`src/rtl/console_uart_tx.sv`:
```
// Console byte sink: a small FIFO feeding an 8N1 UART transmitter.
// Bytes written by the core are queued and shifted out LSB first with no gap between frames.
module console_uart_tx #(
    parameter int XLEN         = 32,
    parameter int CLKS_PER_BIT = 868,
    parameter int FIFO_DEPTH   = 16
) (
    input  logic                          clk,
    input  logic                          reset,
    input  logic                          console_we,
    input  logic [XLEN-1:0]               console_wdata,
    output logic                          tx,
    output logic                          busy,
    output logic                          full,
    output logic [$clog2(FIFO_DEPTH):0]   level,
    output logic                          overflow
);

    localparam int PW = $clog2(FIFO_DEPTH);
    localparam int LW = PW + 1;
    localparam logic [LW-1:0] DEPTH_L  = LW'(FIFO_DEPTH);
    localparam logic [LW-1:0] LVL_ONE  = LW'(1);
    localparam logic [PW-1:0] PTR_ONE  = PW'(1);
    localparam logic [15:0]   BAUD_LAST = 16'(CLKS_PER_BIT - 1);

    typedef enum logic [1:0] {
        ST_IDLE  = 2'd0,
        ST_START = 2'd1,
        ST_DATA  = 2'd2,
        ST_STOP  = 2'd3
    } state_t;

    state_t          state_r, state_s;
    logic [15:0]     baud_r, baud_s;
    logic [2:0]      bit_r, bit_s;
    logic [2:0]      bit_inc_s;
    logic [7:0]      shift_r, shift_s;
    logic            tx_r, tx_s;
    logic [PW-1:0]   rd_ptr_r, wr_ptr_r;
    logic [LW-1:0]   level_r, level_s;
    logic            overflow_r, overflow_s;
    logic            busy_r, busy_s;
    logic            full_r, full_s;
    logic            pop_s, push_s, baud_end_s;
    logic [7:0]      mem_r [FIFO_DEPTH];

    // Upper write-data bits carry no console information.
    logic            unused_wdata_s;
    assign unused_wdata_s = ^console_wdata[XLEN-1:8];

    // Next-state, next-output and FIFO bookkeeping for the transmitter.
    always_comb begin
        state_s    = state_r;
        baud_s     = baud_r;
        bit_s      = bit_r;
        shift_s    = shift_r;
        tx_s       = tx_r;
        pop_s      = 1'b0;
        baud_end_s = (baud_r == BAUD_LAST);
        bit_inc_s  = bit_r + 3'd1;

        case (state_r)
            ST_IDLE: begin
                tx_s   = 1'b1;
                baud_s = 16'd0;
                bit_s  = 3'd0;
                if (level_r != {LW{1'b0}}) begin
                    pop_s   = 1'b1;
                    shift_s = mem_r[rd_ptr_r];
                    state_s = ST_START;
                    tx_s    = 1'b0;
                end else begin
                    state_s = ST_IDLE;
                end
            end
            ST_START: begin
                if (baud_end_s) begin
                    baud_s  = 16'd0;
                    bit_s   = 3'd0;
                    state_s = ST_DATA;
                    tx_s    = shift_r[0];
                end else begin
                    baud_s = baud_r + 16'd1;
                end
            end
            ST_DATA: begin
                if (baud_end_s) begin
                    baud_s = 16'd0;
                    if (bit_r == 3'd7) begin
                        state_s = ST_STOP;
                        tx_s    = 1'b1;
                    end else begin
                        bit_s = bit_inc_s;
                        tx_s  = shift_r[bit_inc_s];
                    end
                end else begin
                    baud_s = baud_r + 16'd1;
                end
            end
            ST_STOP: begin
                if (baud_end_s) begin
                    baud_s = 16'd0;
                    bit_s  = 3'd0;
                    // Chain straight into the next start bit so frames stay gap-free.
                    if (level_r != {LW{1'b0}}) begin
                        pop_s   = 1'b1;
                        shift_s = mem_r[rd_ptr_r];
                        state_s = ST_START;
                        tx_s    = 1'b0;
                    end else begin
                        state_s = ST_IDLE;
                        tx_s    = 1'b1;
                    end
                end else begin
                    baud_s = baud_r + 16'd1;
                end
            end
            default: begin
                state_s = ST_IDLE;
                baud_s  = 16'd0;
                bit_s   = 3'd0;
                tx_s    = 1'b1;
            end
        endcase

        push_s     = console_we && ((level_r != DEPTH_L) || pop_s);
        overflow_s = overflow_r || (console_we && !push_s);

        case ({push_s, pop_s})
            2'b10:   level_s = level_r + LVL_ONE;
            2'b01:   level_s = level_r - LVL_ONE;
            default: level_s = level_r;
        endcase

        full_s = (level_s == DEPTH_L);
        busy_s = (state_s != ST_IDLE) || (level_s != {LW{1'b0}});
    end

    // State, counters, pointers and registered outputs.
    always_ff @(posedge clk) begin
        if (!reset) begin
            state_r    <= ST_IDLE;
            baud_r     <= 16'd0;
            bit_r      <= 3'd0;
            shift_r    <= 8'd0;
            tx_r       <= 1'b1;
            rd_ptr_r   <= {PW{1'b0}};
            wr_ptr_r   <= {PW{1'b0}};
            level_r    <= {LW{1'b0}};
            overflow_r <= 1'b0;
            busy_r     <= 1'b0;
            full_r     <= 1'b0;
        end else begin
            state_r    <= state_s;
            baud_r     <= baud_s;
            bit_r      <= bit_s;
            shift_r    <= shift_s;
            tx_r       <= tx_s;
            rd_ptr_r   <= pop_s  ? rd_ptr_r + PTR_ONE : rd_ptr_r;
            wr_ptr_r   <= push_s ? wr_ptr_r + PTR_ONE : wr_ptr_r;
            level_r    <= level_s;
            overflow_r <= overflow_s;
            busy_r     <= busy_s;
            full_r     <= full_s;
        end
    end

    // FIFO storage; contents are don't-care until written.
    always_ff @(posedge clk) begin
        if (reset && push_s) begin
            mem_r[wr_ptr_r] <= console_wdata[7:0];
        end else begin
            mem_r[wr_ptr_r] <= mem_r[wr_ptr_r];
        end
    end

    assign tx       = tx_r;
    assign busy     = busy_r;
    assign full     = full_r;
    assign level    = level_r;
    assign overflow = overflow_r;

endmodule

```
`config.mk`:
```
export PLATFORM = sky130hd
export DESIGN_NAME = console_uart_tx
export DESIGN_NICKNAME = d
export VERILOG_FILES = /design/src/rtl/console_uart_tx.sv
export SDC_FILE = /design/constraint.sdc
export NUM_CORES = 1
export LEC_CHECK = 0
export ABC_CLOCK_PERIOD_IN_PS = 5200
export CAP_MARGIN = 20
export CORE_ASPECT_RATIO = 0.6
export CORE_UTILIZATION = 45
export DETAILED_ROUTE_END_ITERATION = 8
export GPL_TIMING_DRIVEN = 0
export PLACE_DENSITY = 0.62
export SLEW_MARGIN = 0
export SYNTH_ARGS = -nofsm -noshare
export SYNTH_HDL_FRONTEND = slang
export SYNTH_SLANG_ARGS = --single-unit
```
`constraint.sdc`:
```
create_clock -name clk -period 5.2 [get_ports clk]
set_input_delay 0.52 -clock clk [delete_from_list [all_inputs] [get_ports clk]]
set_output_delay 0.52 -clock clk [all_outputs]
set_load 0.005 [all_outputs]
```
; ---- After elaboration in Yosys (flattened, before gate mapping)
; Memories as Yosys holds them, arrays and structs flattened. A register that Yosys moved wholly into a read port is not among the register bits.
; Index checks and enable logic that the tools add are counted.
[totals]
reg_bits = 46
latch_bits = 0
mem_bits_rw = 128
romBits = 0
in_bits = 35
elab_cells = 86
mem_count = 1
[op_classes]
n_addsub = 6
multipliers = 0
div_mod_pow = 0
n_lt_le_gt_ge = 1
eq_ne = 15
n_shift = 0
mux = 33
n_bitwise = 1
n_reduce_logical = 18
[mem_list]
columns = name, depth, word_bits, rd, rd_ports_with_merged_regs, wr, line_no
row1 = mem_r, 16, 8, 1, 1, 1, 45  ; logic [7:0] mem_r [FIFO_DEPTH];
[ops]
columns = cell, n
row1 = $pmux 16 s2, 1
row2 = $mux 8, 3
row3 = $add 16x1->16 const B, 1
row4 = $eq 16x10->1 const B, 1
row5 = $mux 16, 1
row6 = $pmux 8 s2, 1
row7 = $mux 1, 12
row8 = $pmux 5 s2, 1
row9 = $reduce_bool 5->1, 2
row10 = $mux 3, 3
row11 = $pmux 3 s3, 1
row12 = $add 4x1->4 const B, 2
row13 = $mux 2, 4
row14 = $mux 4, 2
row15 = $ne 2x2->1 const B, 4
row16 = $pmux 2 s4, 1
row17 = $eq 2x2->1 const B, 3
row18 = $reduce_and 3->1, 2
row19 = $add 5x1->5 const B, 1
row20 = $eq 5x5->1 const B, 1
row21 = $ne 5x5->1 const B, 1
row22 = $sub 5x1->5 const B, 1
row23 = $eq 2x1->1 const B, 2
row24 = $lt 3x4->1 const B, 1
row25 = other kinds (16), 22

; ---- Depth between registers and ports, before layout
; Gate-level depths: netlist of the first run.
[logic_depth]
ltp_word = 10
mapped_depth = 12
mapped_depth_nobuf = 12

; ---- Least setup slack after synthesis of the first run
; Ideal clock, no wire load.
[synth_timing]
path_type = register to register
from = register state_r[0]
to = register busy_r (netlist: busy)
setup_time_ns = 0.125
arrival_ns = 3.410
t_required_ns = 5.075
path_slack_ns = 1.665
stages_incl_launch_ff = 13
path_buffers = 0
synth_period_minus_slack_ns = 3.535
path_cell_list = dfxtp_1 > ha_1 > nor4b_1 > nand4_2 > a211oi_2 > nor2b_1 > ha_1 > a21oi_1 > nand2_1 > and2_1 > mux2_2 > mux2_4 > o41a_1
[synth_via]
elab_chain_len = 8
[synth_lines]
columns = element, line_no
row1 = from (decl), 33  ; state_t state_r, state_s;
row2 = from (signal assigned), 154  ; state_r <= state_s;
row3 = $eq 2x2->1 or $logic_not 2->1 (tied branches), 62  ; case (state_r)
row4 = $pmux 1 s2, 62
row5 = $logic_or 1x1->1, 126  ; push_s = console_we && ((level_r != DEPTH_L) || pop_s);
row6 = $logic_and 1x1->1, 126
row7 = $eq 2x1->1 or $eq 2x2->1 (tied branches), 129  ; case ({push_s, pop_s})
row8 = $pmux 5 s2, 129
row9 = $reduce_bool 5->1, 136  ; busy_s = (state_s != ST_IDLE) || (level_s != {LW{1'b0}});
row10 = $logic_or 1x1->1 (*), 136
row11 = to (signal assigned), 163  ; busy_r <= busy_s;
row12 = to (decl), 42  ; logic busy_r, busy_s;
; Every way passes the cells marked *; elsewhere a longest branch is shown, timed or not.
; A chain may end at the register's enable or synchronous reset.

; ---- Worst setup path after layout of the first run
; Same ends and word-level chain as after synthesis.

==> results of run 1 <==
## cells in the final DEF (no fill, tap or decap), types with 8 or more instances in the layout
| cell | count |
|---|---|
| clkbuf_1 | 10 |
| clkbuf_16 | 17 |
| clkdlybuf4s50_1 | 19 |
| dfxtp_1 | 50 |
| edfxtp_1 | 128 |
| ha_1 | 16 |
| inv_1 | 9 |
| mux2i_1 | 18 |
| mux4_2 | 42 |
| nand2_1 | 23 |
| nand3_1 | 8 |
| nor2_1 | 55 |
| xnor2_1 | 8 |
| xor2_1 | 11 |
## flip-flops by register name (all words and copies together), names as in the netlist, named ones only
register / cells
level: 5
bit_r: 3
rd_ptr_r: 4
wr_ptr_r: 4
tx: 1
baud_r: 16
mem_r: 128
state_r: 2
busy: 1
full: 1
shift_r: 8
overflow: 1
## worst register-to-register path, cell delays in order, from the launching register on
cell and delay, ns:
dfxtp_1 0.39, ha_1 0.26, nor4b_1 0.33, nand4_2 0.31
a211oi_2 0.52, nor2b_1 0.47, ha_1 0.38, a21oi_1 0.15
nand2_1 0.11, and2_1 0.17, mux2_2 0.27, mux2_4 0.27
o41a_1 0.36
## kinds of logic after synthesis
logic type	synth area share (%)
fa+ha+maj	2.98
compound gates	3.18
simple gates	9.01
flops	65.6
xor+xnor	2.25
mux	15.7
buf+inv	1.27
## worst paths after layout
check,startpoint,endpoint,slack (ns),cells after the start
worst min register to register,baud_r[0]$_SDFF_PP0_,baud_r[0]$_SDFF_PP0_,0.46,1
worst max register to register,state_r[0]$_SDFF_PN0_,busy$_SDFF_PN0_,1.09,12
worst max-delay path,state_r[0]$_SDFF_PN0_,busy$_SDFF_PN0_,1.09,12
worst min-delay path,baud_r[0]$_SDFF_PP0_,baud_r[0]$_SDFF_PP0_,0.46,1
## area by class of cell
class / count / area (um^2)
Fill cell: 1254 / 7240
Sequential cell: 178 / 4840
Multi-Input combinational cell: 262 / 2450
Clock buffer: 17 / 425
Tap cell: 203 / 254
Timing Repair Buffer: 19 / 190
Clock inverter: 15 / 175
Buffer: 15 / 60.1
Inverter: 9 / 33.8
## where the power goes
part / switching [mW] / total (mW) / leakage (nW) / internal (mW)
clock network: 0.628 / 1.28 / 0.291 / 0.652
registers: 0.0684 / 1.67 / 1.56 / 1.61
logic: 0.498 / 0.953 / 0.947 / 0.455
## stage by stage
stage          hold WS, ns  cells  instance area, um^2  worst slack, ns
2_1_floorplan        0.426    464                 7390             1.66
3_3_place_gp         0.441    686                 7830             1.20
3_5_place_dp         0.455    686                 7830             1.10
4_1_cts              0.471    718                 8430             1.08
5_1_grt              0.496    718                 8430            0.779
6_report             0.464    718                 8430             1.09
## metal layers
metal  global-route usage [%]  vias to the layer above
met4                     4.66                        0
li1                         -                     1867
met1                     31.2                     1989
met3                     4.85                       18
met5                        0                        -
met2                     25.3                      103
==> impl_metrics.json, run 1 <==
{
  "outcome": "finished, final reports clean",
  "hold_viol": 0,
  "cts_buffers": 17,
  "startpoint_type": "flip-flop",
  "yosysMostFrequentCell": "edfxtp_1",
  "drive_gt1_share_pct": 16.9,
  "synth_commonest_cells": "128 x edfxtp_1, 55 x nor2_1, 50 x dfxtp_1",
  "io_pins": 44,
  "max_freq_mhz": 243,
  "syn_area_mm2": 0.00739,
  "cellLeakagePower_nw": 2.80,
  "rsz0062_at_grt": "false",
  "critPathRequiredTime_ns": 5.51,
  "clk_latency_ns": 0.43,
  "avgViaCountPerCell": 5.54,
  "syn_avg_cell_area_um2": 15.9,
  "cpMaxStageDelayCell": "a211oi_2",
  "gp_congestion": 0.797,
  "hp-class": "flip-flop to flip-flop",
  "ys_top_cells_by_area": "edfxtp_1 52%, dfxtp_1 14%, mux4_2 13%",
  "worstPathMaxFanout": 5,
  "drc_errors": 0,
  "num_rows": 35,
  "antenna_found_initial": 0,
  "antenna_cells": 0,
  "fin_crit_sh_pct": 79.1,
  "worst-setup-path-type": "flip-flop to flip-flop",
  "synth.largest_area_cell": "edfxtp_1",
  "fin_skew_ns": 0.0165,
  "synth_edf_count": 128,
  "wl_met2_um": 5880,
  "core_area_mm2": 0.0157,
  "dr_wl_met3_um": 1070,
  "power_mw": 3.91,
  "synth_top_area_share_pct": 52.0,
  "slew_violations": 0,
  "grt_pass1_vias": 3877,
  "tritoncts": "yes",
  "ys_types": 51,
  "cts_hold_buf": 0,
  "setup_viol": 0,
  "yosys_register_bits": 178,
  "max_stage_delay_ns": 0.52,
  "clk_pin_slew_ns": 0.08,
  "htreeDepth": 4,
  "crit_family": "simple AND/OR/NAND/NOR gates",
  "start_util_pct": 47.1,
  "ys_seq_area_share_pct": 65.6,
  "synthCells": 464,
  "slew_headroom_pct": 33.3,
  "setup-tns-final_ns": 0,
  "area_delta_synth_final_pct": 14.1,
  "clockRootBuffer": "clkbuf_16",
  "die_width_um": 167,
  "crit_path_end_kind": "flip-flop",
  "die_h_um": 101,
  "crit_top_cell": "ha_1",
  "path_cells": "ha_1 -> nor4b_1 -> nand4_2 -> a211oi_2 -> nor2b_1 -> ha_1 -> a21oi_1 -> nand2_1 -> and2_1 -> mux2_2 -> mux2_4 -> o41a_1",
  "ys.flop_type": "edfxtp_1",
  "top_layer": "met4",
  "via_count": 3977,
  "path_buf_inv": 0,
  "dr.first_iter.drc_count": 385,
  "cts_setup_buffers": 0,
  "cts.path.max_buffers": 2,
  "grt_use_total_pct": 19.2,
  "async_reset_ff_share_pct": 0,
  "dieArea_mm2": 0.0170,
  "totalWireLength_um": 15100,
  "wl_met1_um": 8030,
  "drt_pass1_iterations": 4,
  "grt_pass1_wl_um": 23300,
  "layout.nets": 554,
  "critPathArrivalTime_ns": 4.43,
  "ys_warn_count": 0,
  "maxCapViolCount": 0,
  "route.detailed.wl_per_inst_um": 21.1,
  "portBuffers": 19,
  "post_cts_resized": 0,
  "overflow": 0,
  "dp_hpwl_um": 10300,
  "final_util_pct": 53.8,
  "synth_nets": 516,
  "fin_crit_ns": 4.11,
  "ant_nets": 0,
  "ir_drop_mv": 0.226,
  "grt_max_degree": 21,
  "max_slew.worst_pin.slew_ns": 0.997,
  "p_per_area_mw_per_mm2": 463,
  "numClockSinks": 178
}
Note: power is estimated with default switching activity, not from simulation.
==> run 2: changes to the inputs <==
--- a/config.mk
+++ b/config.mk
@@ -5,7 +5,7 @@
 export SDC_FILE = /design/constraint.sdc
 export NUM_CORES = 1
 export LEC_CHECK = 0
-export ABC_CLOCK_PERIOD_IN_PS = 5200
+export ABC_CLOCK_PERIOD_IN_PS = 3960
 export CAP_MARGIN = 20
 export CORE_ASPECT_RATIO = 0.6
 export CORE_UTILIZATION = 45
==> constraint.sdc (replaced) <==
create_clock -name clk -period 3.96 [get_ports clk]
set_input_delay 0.396 -clock clk [delete_from_list [all_inputs] [get_ports clk]]
set_output_delay 0.396 -clock clk [all_outputs]
set_load 0.005 [all_outputs]
==> run 2 against run 1 <==
Effect of this change: global-route usage hardly changed; via count rose by 0.28%; register-to-register slack worse by 0.86 ns; critical path type unchanged; clock skew hardly changed; first-iteration DRC count is 2.9% lower.
==> impl_metrics.json, run 2 (synthesis results as in run 1) <==
{
  "fillCellCount": 1250,
  "antenna_cells": 0,
  "io_pins": 44,
  "hp-class": "flip-flop to flip-flop",
  "outcome": "finished, final reports clean",
  "ir_drop_mv": 0.296,
  "cts_hold_buf": 0,
  "cts.path.max_buffers": 2,
  "fin_skew_ns": 0.0166,
  "cts_setup_buffers": 0,
  "antenna_found_initial": 0,
  "via_count": 3988,
  "grt-busiest-layer": "met1",
  "dieArea_mm2": 0.0170,
  "numClockSinks": 178,
  "dp.cells": 686,
  "maxCapViolCount": 0,
  "ant_nets": 0,
  "crit_path_end_kind": "flip-flop",
  "largest_register_ffs": 128,
  "dp_hpwl_um": 10300,
  "core_area_mm2": 0.0157,
  "num_rows": 35,
  "avgViaCountPerCell": 5.55,
  "grt_max_degree": 21,
  "startpoint_type": "flip-flop",
  "clk_pin_slew_ns": 0.07,
  "slew_violations": 0,
  "totalWireLength_um": 15100,
  "grt_pass1_wl_um": 23300,
  "setup-tns-final_ns": 0,
  "slew_headroom_pct": 33.0,
  "die_h_um": 101,
  "fin_crit_ns": 3.73,
  "reg.largest.list": "mem_r x128, baud_r x16, shift_r x8",
  "max_freq_mhz": 268,
  "clockRootBuffer": "clkbuf_16",
  "setup_ws_ns": 0.228,
  "grt_pass1_vias": 3878,
  "route.detailed.wl_per_inst_um": 21.1,
  "critPathArrivalTime_ns": 4.04,
  "overflow": 0,
  "tritoncts": "yes",
  "htreeDepth": 4,
  "portBuffers": 19,
  "cellLeakagePower_nw": 2.80,
  "p_per_area_mw_per_mm2": 609,
  "r2r_setup_slack_ns": 0.23,
  "grt_util_met1_pct": 31.2,
  "most-common-layout-cells": "128 x edfxtp_1, 55 x nor2_1, 50 x dfxtp_1",
  "hold_viol": 0,
  "worst-setup-path-type": "flip-flop to flip-flop",
  "setup_viol": 0,
  "drc_errors": 0,
  "area_delta_synth_final_pct": 14.4,
  "final_util_pct": 53.9,
  "layout.nets": 554,
  "met3_usage_pct": 4.85,
  "top_register": "mem_r",
  "die_width_um": 167,
  "rsz0062_at_grt": "false",
  "gp_congestion": 0.797,
  "final_common_cell": "edfxtp_1",
  "drive_gt1_share_pct": 17.3,
  "pre_cts_slack_ns": -0.138,
  "power_mw": 5.15,
  "fin_crit_sh_pct": 94.2,
  "grt_use_total_pct": 19.2,
  "grtUsageMet2_pct": 25.3,
  "cts_buffers": 17,
  "start_util_pct": 47.1,
  "worstPathMaxFanout": 5,
  "critPathRequiredTime_ns": 4.27,
  "clk_latency_ns": 0.43,
  "stdcell_count": 718,
  "dr.first_iter.drc_count": 374,
  "drt_pass1_iterations": 4,
  "max_slew.worst_pin.slew_ns": 1.00
}
[run 2: cell counts in the layout (fill, tap and decap cells not counted)]
No cell type changed its count.
[run 2: worst max-delay path, stage by stage, from the launching register on]
cell      delay, ns
dfxtp_1        0.39
ha_1           0.27
nor4b_2        0.26
nand4_2        0.31
a211oi_4       0.45
nor2b_4        0.29
ha_1           0.32
a21oi_1        0.15
nand2_1        0.11
and2_1         0.17
mux2_2         0.27
mux2_4         0.27
o41a_1         0.36
[run 2: path summary, 6_finish.rpt]
| path | start | to | cells after the start |
|---|---|---|---|
| worst max-delay path | state_r[0]$_SDFF_PN0_ | busy$_SDFF_PN0_ | 12 |
| worst min-delay path | baud_r[0]$_SDFF_PP0_ | baud_r[0]$_SDFF_PP0_ | 1 |
| worst max register to register | state_r[0]$_SDFF_PN0_ | busy$_SDFF_PN0_ | 12 |
| worst min register to register | baud_r[0]$_SDFF_PP0_ | baud_r[0]$_SDFF_PP0_ | 1 |
[run 2: through the flow]
step | instance area (um^2) | hold slack (ns)
2_1_floorplan | 7390 | 0.426
3_3_place_gp | 7830 | 0.441
3_5_place_dp | 7830 | 0.455
4_1_cts | 8440 | 0.471
5_1_grt | 8460 | 0.496
6_report | 8460 | 0.463
[run 2: area by class of cell]
type | instances | area [um^2] | share of cell area (%)
Buffer | 15 | 60.1 | 0.710
Clock buffer | 17 | 425 | 5.03
Clock inverter | 15 | 175 | 2.07
Inverter | 9 | 33.8 | 0.400
Multi-Input combinational cell | 262 | 2470 | 29.2
Sequential cell | 178 | 4840 | 57.3
Tap cell | 203 | 254 | 3.00
Timing Repair Buffer | 19 | 190 | 2.25
[run 2: what timing repair did]
item,CTS,global route
endpoints found under the setup margin,1,2
pin swaps,0,0
endpoints found under the hold margin,0,0
gates resized for setup,2,2
[run 2: power by group]
group / switching [mW] / total, mW / internal, mW
Sequential: 0.0895 / 2.20 / 2.11
Clock: 0.822 / 1.68 / 0.856
Combinational: 0.659 / 1.27 / 0.611
Total: 1.57 / 5.15 / 3.58
[run 2: layer usage]
| metal | up-vias | part of all wire, % |
|---|---|---|
| li1 | 1870 | - |
| met3 | 14 | 8.3 |
| met1 | 1996 | 52 |
| met5 | - | 0 |
| met4 | 0 | 0.75 |
| met2 | 108 | 39 |
==> run 3: changes to the inputs <==
--- a/config.mk
+++ b/config.mk
@@ -9,10 +9,13 @@
 export CAP_MARGIN = 20
 export CORE_ASPECT_RATIO = 0.6
 export CORE_UTILIZATION = 45
+export CTS_CLUSTER_DIAMETER = 50
 export DETAILED_ROUTE_END_ITERATION = 8
 export GPL_TIMING_DRIVEN = 0
 export PLACE_DENSITY = 0.62
+export RECOVER_POWER = 50
 export SLEW_MARGIN = 0
 export SYNTH_ARGS = -nofsm -noshare
 export SYNTH_HDL_FRONTEND = slang
 export SYNTH_SLANG_ARGS = --single-unit
+export TNS_END_PERCENT = 100
==> run 3 against run 2 <==
Effect of this change: combinational power about the same; first-iteration DRC count decreased by 3.5%; clock skew increased by 0.0022 ns; clock-buffer cell count unchanged; wire length increased by 0.28%; register-to-register slack improved by 0.02 ns; non-clock buffer count unchanged; largest power group unchanged; highest routed layer unchanged.
==> impl_metrics.json, run 3 (synthesis results as in run 1) <==
{
  "dp_hpwl_um": 10300,
  "grt_use_total_pct": 19.2,
  "fin_crit_ns": 3.71,
  "final_common_cell": "edfxtp_1",
  "place_area_mm2": 0.00783,
  "outcome": "finished, final reports clean",
  "fin_area_mm2": 0.00844,
  "avgViaCountPerCell": 5.54,
  "die_width_um": 167,
  "htreeDepth": 4,
  "top_register": "mem_r",
  "worstPathMaxFanout": 5,
  "hp-class": "flip-flop to flip-flop",
  "cts_buffers": 17,
  "fillCellCount": 1252,
  "start_util_pct": 47.1,
  "numClockSinks": 178,
  "max_slew.worst_pin.slew_ns": 1.06,
  "critPathArrivalTime_ns": 4.02,
  "tritoncts": "yes",
  "ant_nets": 0,
  "area_delta_synth_final_pct": 14.3,
  "setup_viol": 0,
  "worst-setup-path-type": "flip-flop to flip-flop",
  "drive_gt1_share_pct": 17.1,
  "grt_pass1_vias": 3878,
  "largest_register_ffs": 128,
  "core_area_mm2": 0.0157,
  "cts_setup_buffers": 0,
  "die_h_um": 101,
  "layout.nets": 554,
  "most-common-layout-cells": "128 x edfxtp_1, 55 x nor2_1, 50 x dfxtp_1",
  "antenna_found_initial": 0,
  "slew_headroom_pct": 29.2,
  "totalWireLength_um": 15200,
  "reg.largest.list": "mem_r x128, baud_r x16, shift_r x8",
  "via_count": 3978,
  "fin_crit_sh_pct": 93.6,
  "maxCapViolCount": 0,
  "startpoint_type": "flip-flop",
  "slew_violations": 0,
  "gp_congestion": 0.797,
  "grt_max_degree": 21,
  "clk_pin_slew_ns": 0.07,
  "grt_pass1_wl_um": 23300,
  "route.detailed.wl_per_inst_um": 21.1,
  "clockRootBuffer": "clkbuf_16",
  "num_rows": 35,
  "cellLeakagePower_nw": 2.82,
  "clk_latency_ns": 0.43,
  "io_pins": 44,
  "p_per_area_mw_per_mm2": 607,
  "dr.first_iter.drc_count": 361,
  "critPathRequiredTime_ns": 4.27,
  "rsz0062_at_grt": "false",
  "power_mw": 5.13,
  "overflow": 0,
  "antenna_cells": 0,
  "crit_path_end_kind": "flip-flop",
  "fin_skew_ns": 0.0188,
  "cts_hold_buf": 0,
  "drt_pass1_iterations": 5,
  "dp.cells": 686,
  "drc_errors": 0,
  "ir_drop_mv": 0.297,
  "stdcell_count": 718,
  "cts.path.max_buffers": 2,
  "dieArea_mm2": 0.0170,
  "max_freq_mhz": 270,
  "portBuffers": 19,
  "hold_viol": 0
}
==> run 3: changes by cell type in the layout (fill, tap and decap cells not counted) <==
cell	change
clkdlybuf4s50_1	-17
dlygate4sd3_1	+17
and2_0	+2
and2_1	-2
a21oi_1	+1
a21oi_4	-1
==> run 3: final timing paths <==
kind,slack [ns],endpoint,cells after the start,startpoint
max reg2reg,0.25,busy$_SDFF_PN0_,12,state_r[0]$_SDFF_PN0_
min,0.46,baud_r[0]$_SDFF_PP0_,1,baud_r[0]$_SDFF_PP0_
max,0.25,busy$_SDFF_PN0_,12,state_r[0]$_SDFF_PN0_
min reg2reg,0.46,baud_r[0]$_SDFF_PP0_,1,baud_r[0]$_SDFF_PP0_
==> run 3: stage by stage <==
stage	worst slack (ns)	util, %	TNS (ns)	hold slack (ns)
3_3_place_gp	-0.0434	50.0	-0.0434	0.441
6_report	0.252	53.9	0	0.464
4_1_cts	0.0237	53.9	0	0.471
5_1_grt	0.0517	53.9	0	0.496
2_1_floorplan	0.425	-	0	0.426
3_5_place_dp	-0.138	50.0	-0.138	0.455
==> run 3: layer usage <==
layer | track usage, % | wire [um]
met4 | 4.66 | 46
met5 | 0 | 0
met2 | 25.3 | 6010
met1 | 31.2 | 7900
met3 | 4.85 | 1200
==> run 3: repair_timing <==
| item | in CTS | in global routing |
|---|---|---|
| resized for setup | 2 | 2 |
| pin swaps | 0 | 0 |
| gates cloned | 0 | 0 |
| endpoints found under the setup margin | 1 | 2 |
==> run 3: layout make-up <==
cell class | count | area [um^2] | share of cell area [%]
Tap cell | 203 | 254 | 3.01
Sequential cell | 178 | 4840 | 57.4
Buffer | 15 | 60.1 | 0.711
Multi-Input combinational cell | 262 | 2460 | 29.1
Clock buffer | 17 | 425 | 5.04
Clock inverter | 15 | 175 | 2.07
Inverter | 9 | 33.8 | 0.400
Timing Repair Buffer | 19 | 190 | 2.25
==> run 3: power breakdown <==
part	switching [mW]	internal, mW	total, mW
sequential	0.0882	2.11	2.20
combinational	0.656	0.595	1.25
clock	0.825	0.856	1.68
==> run 3: critical path, stage by stage (launching register included) <==
cell and delay (ns):
dfxtp_1 0.39, ha_1 0.27, nor4b_2 0.26, nand4_2 0.28, a211oi_4 0.44, nor2b_4 0.29, ha_1 0.32, a21oi_1 0.15
nand2_1 0.11, and2_1 0.17, mux2_2 0.27, mux2_4 0.27, o41a_1 0.36
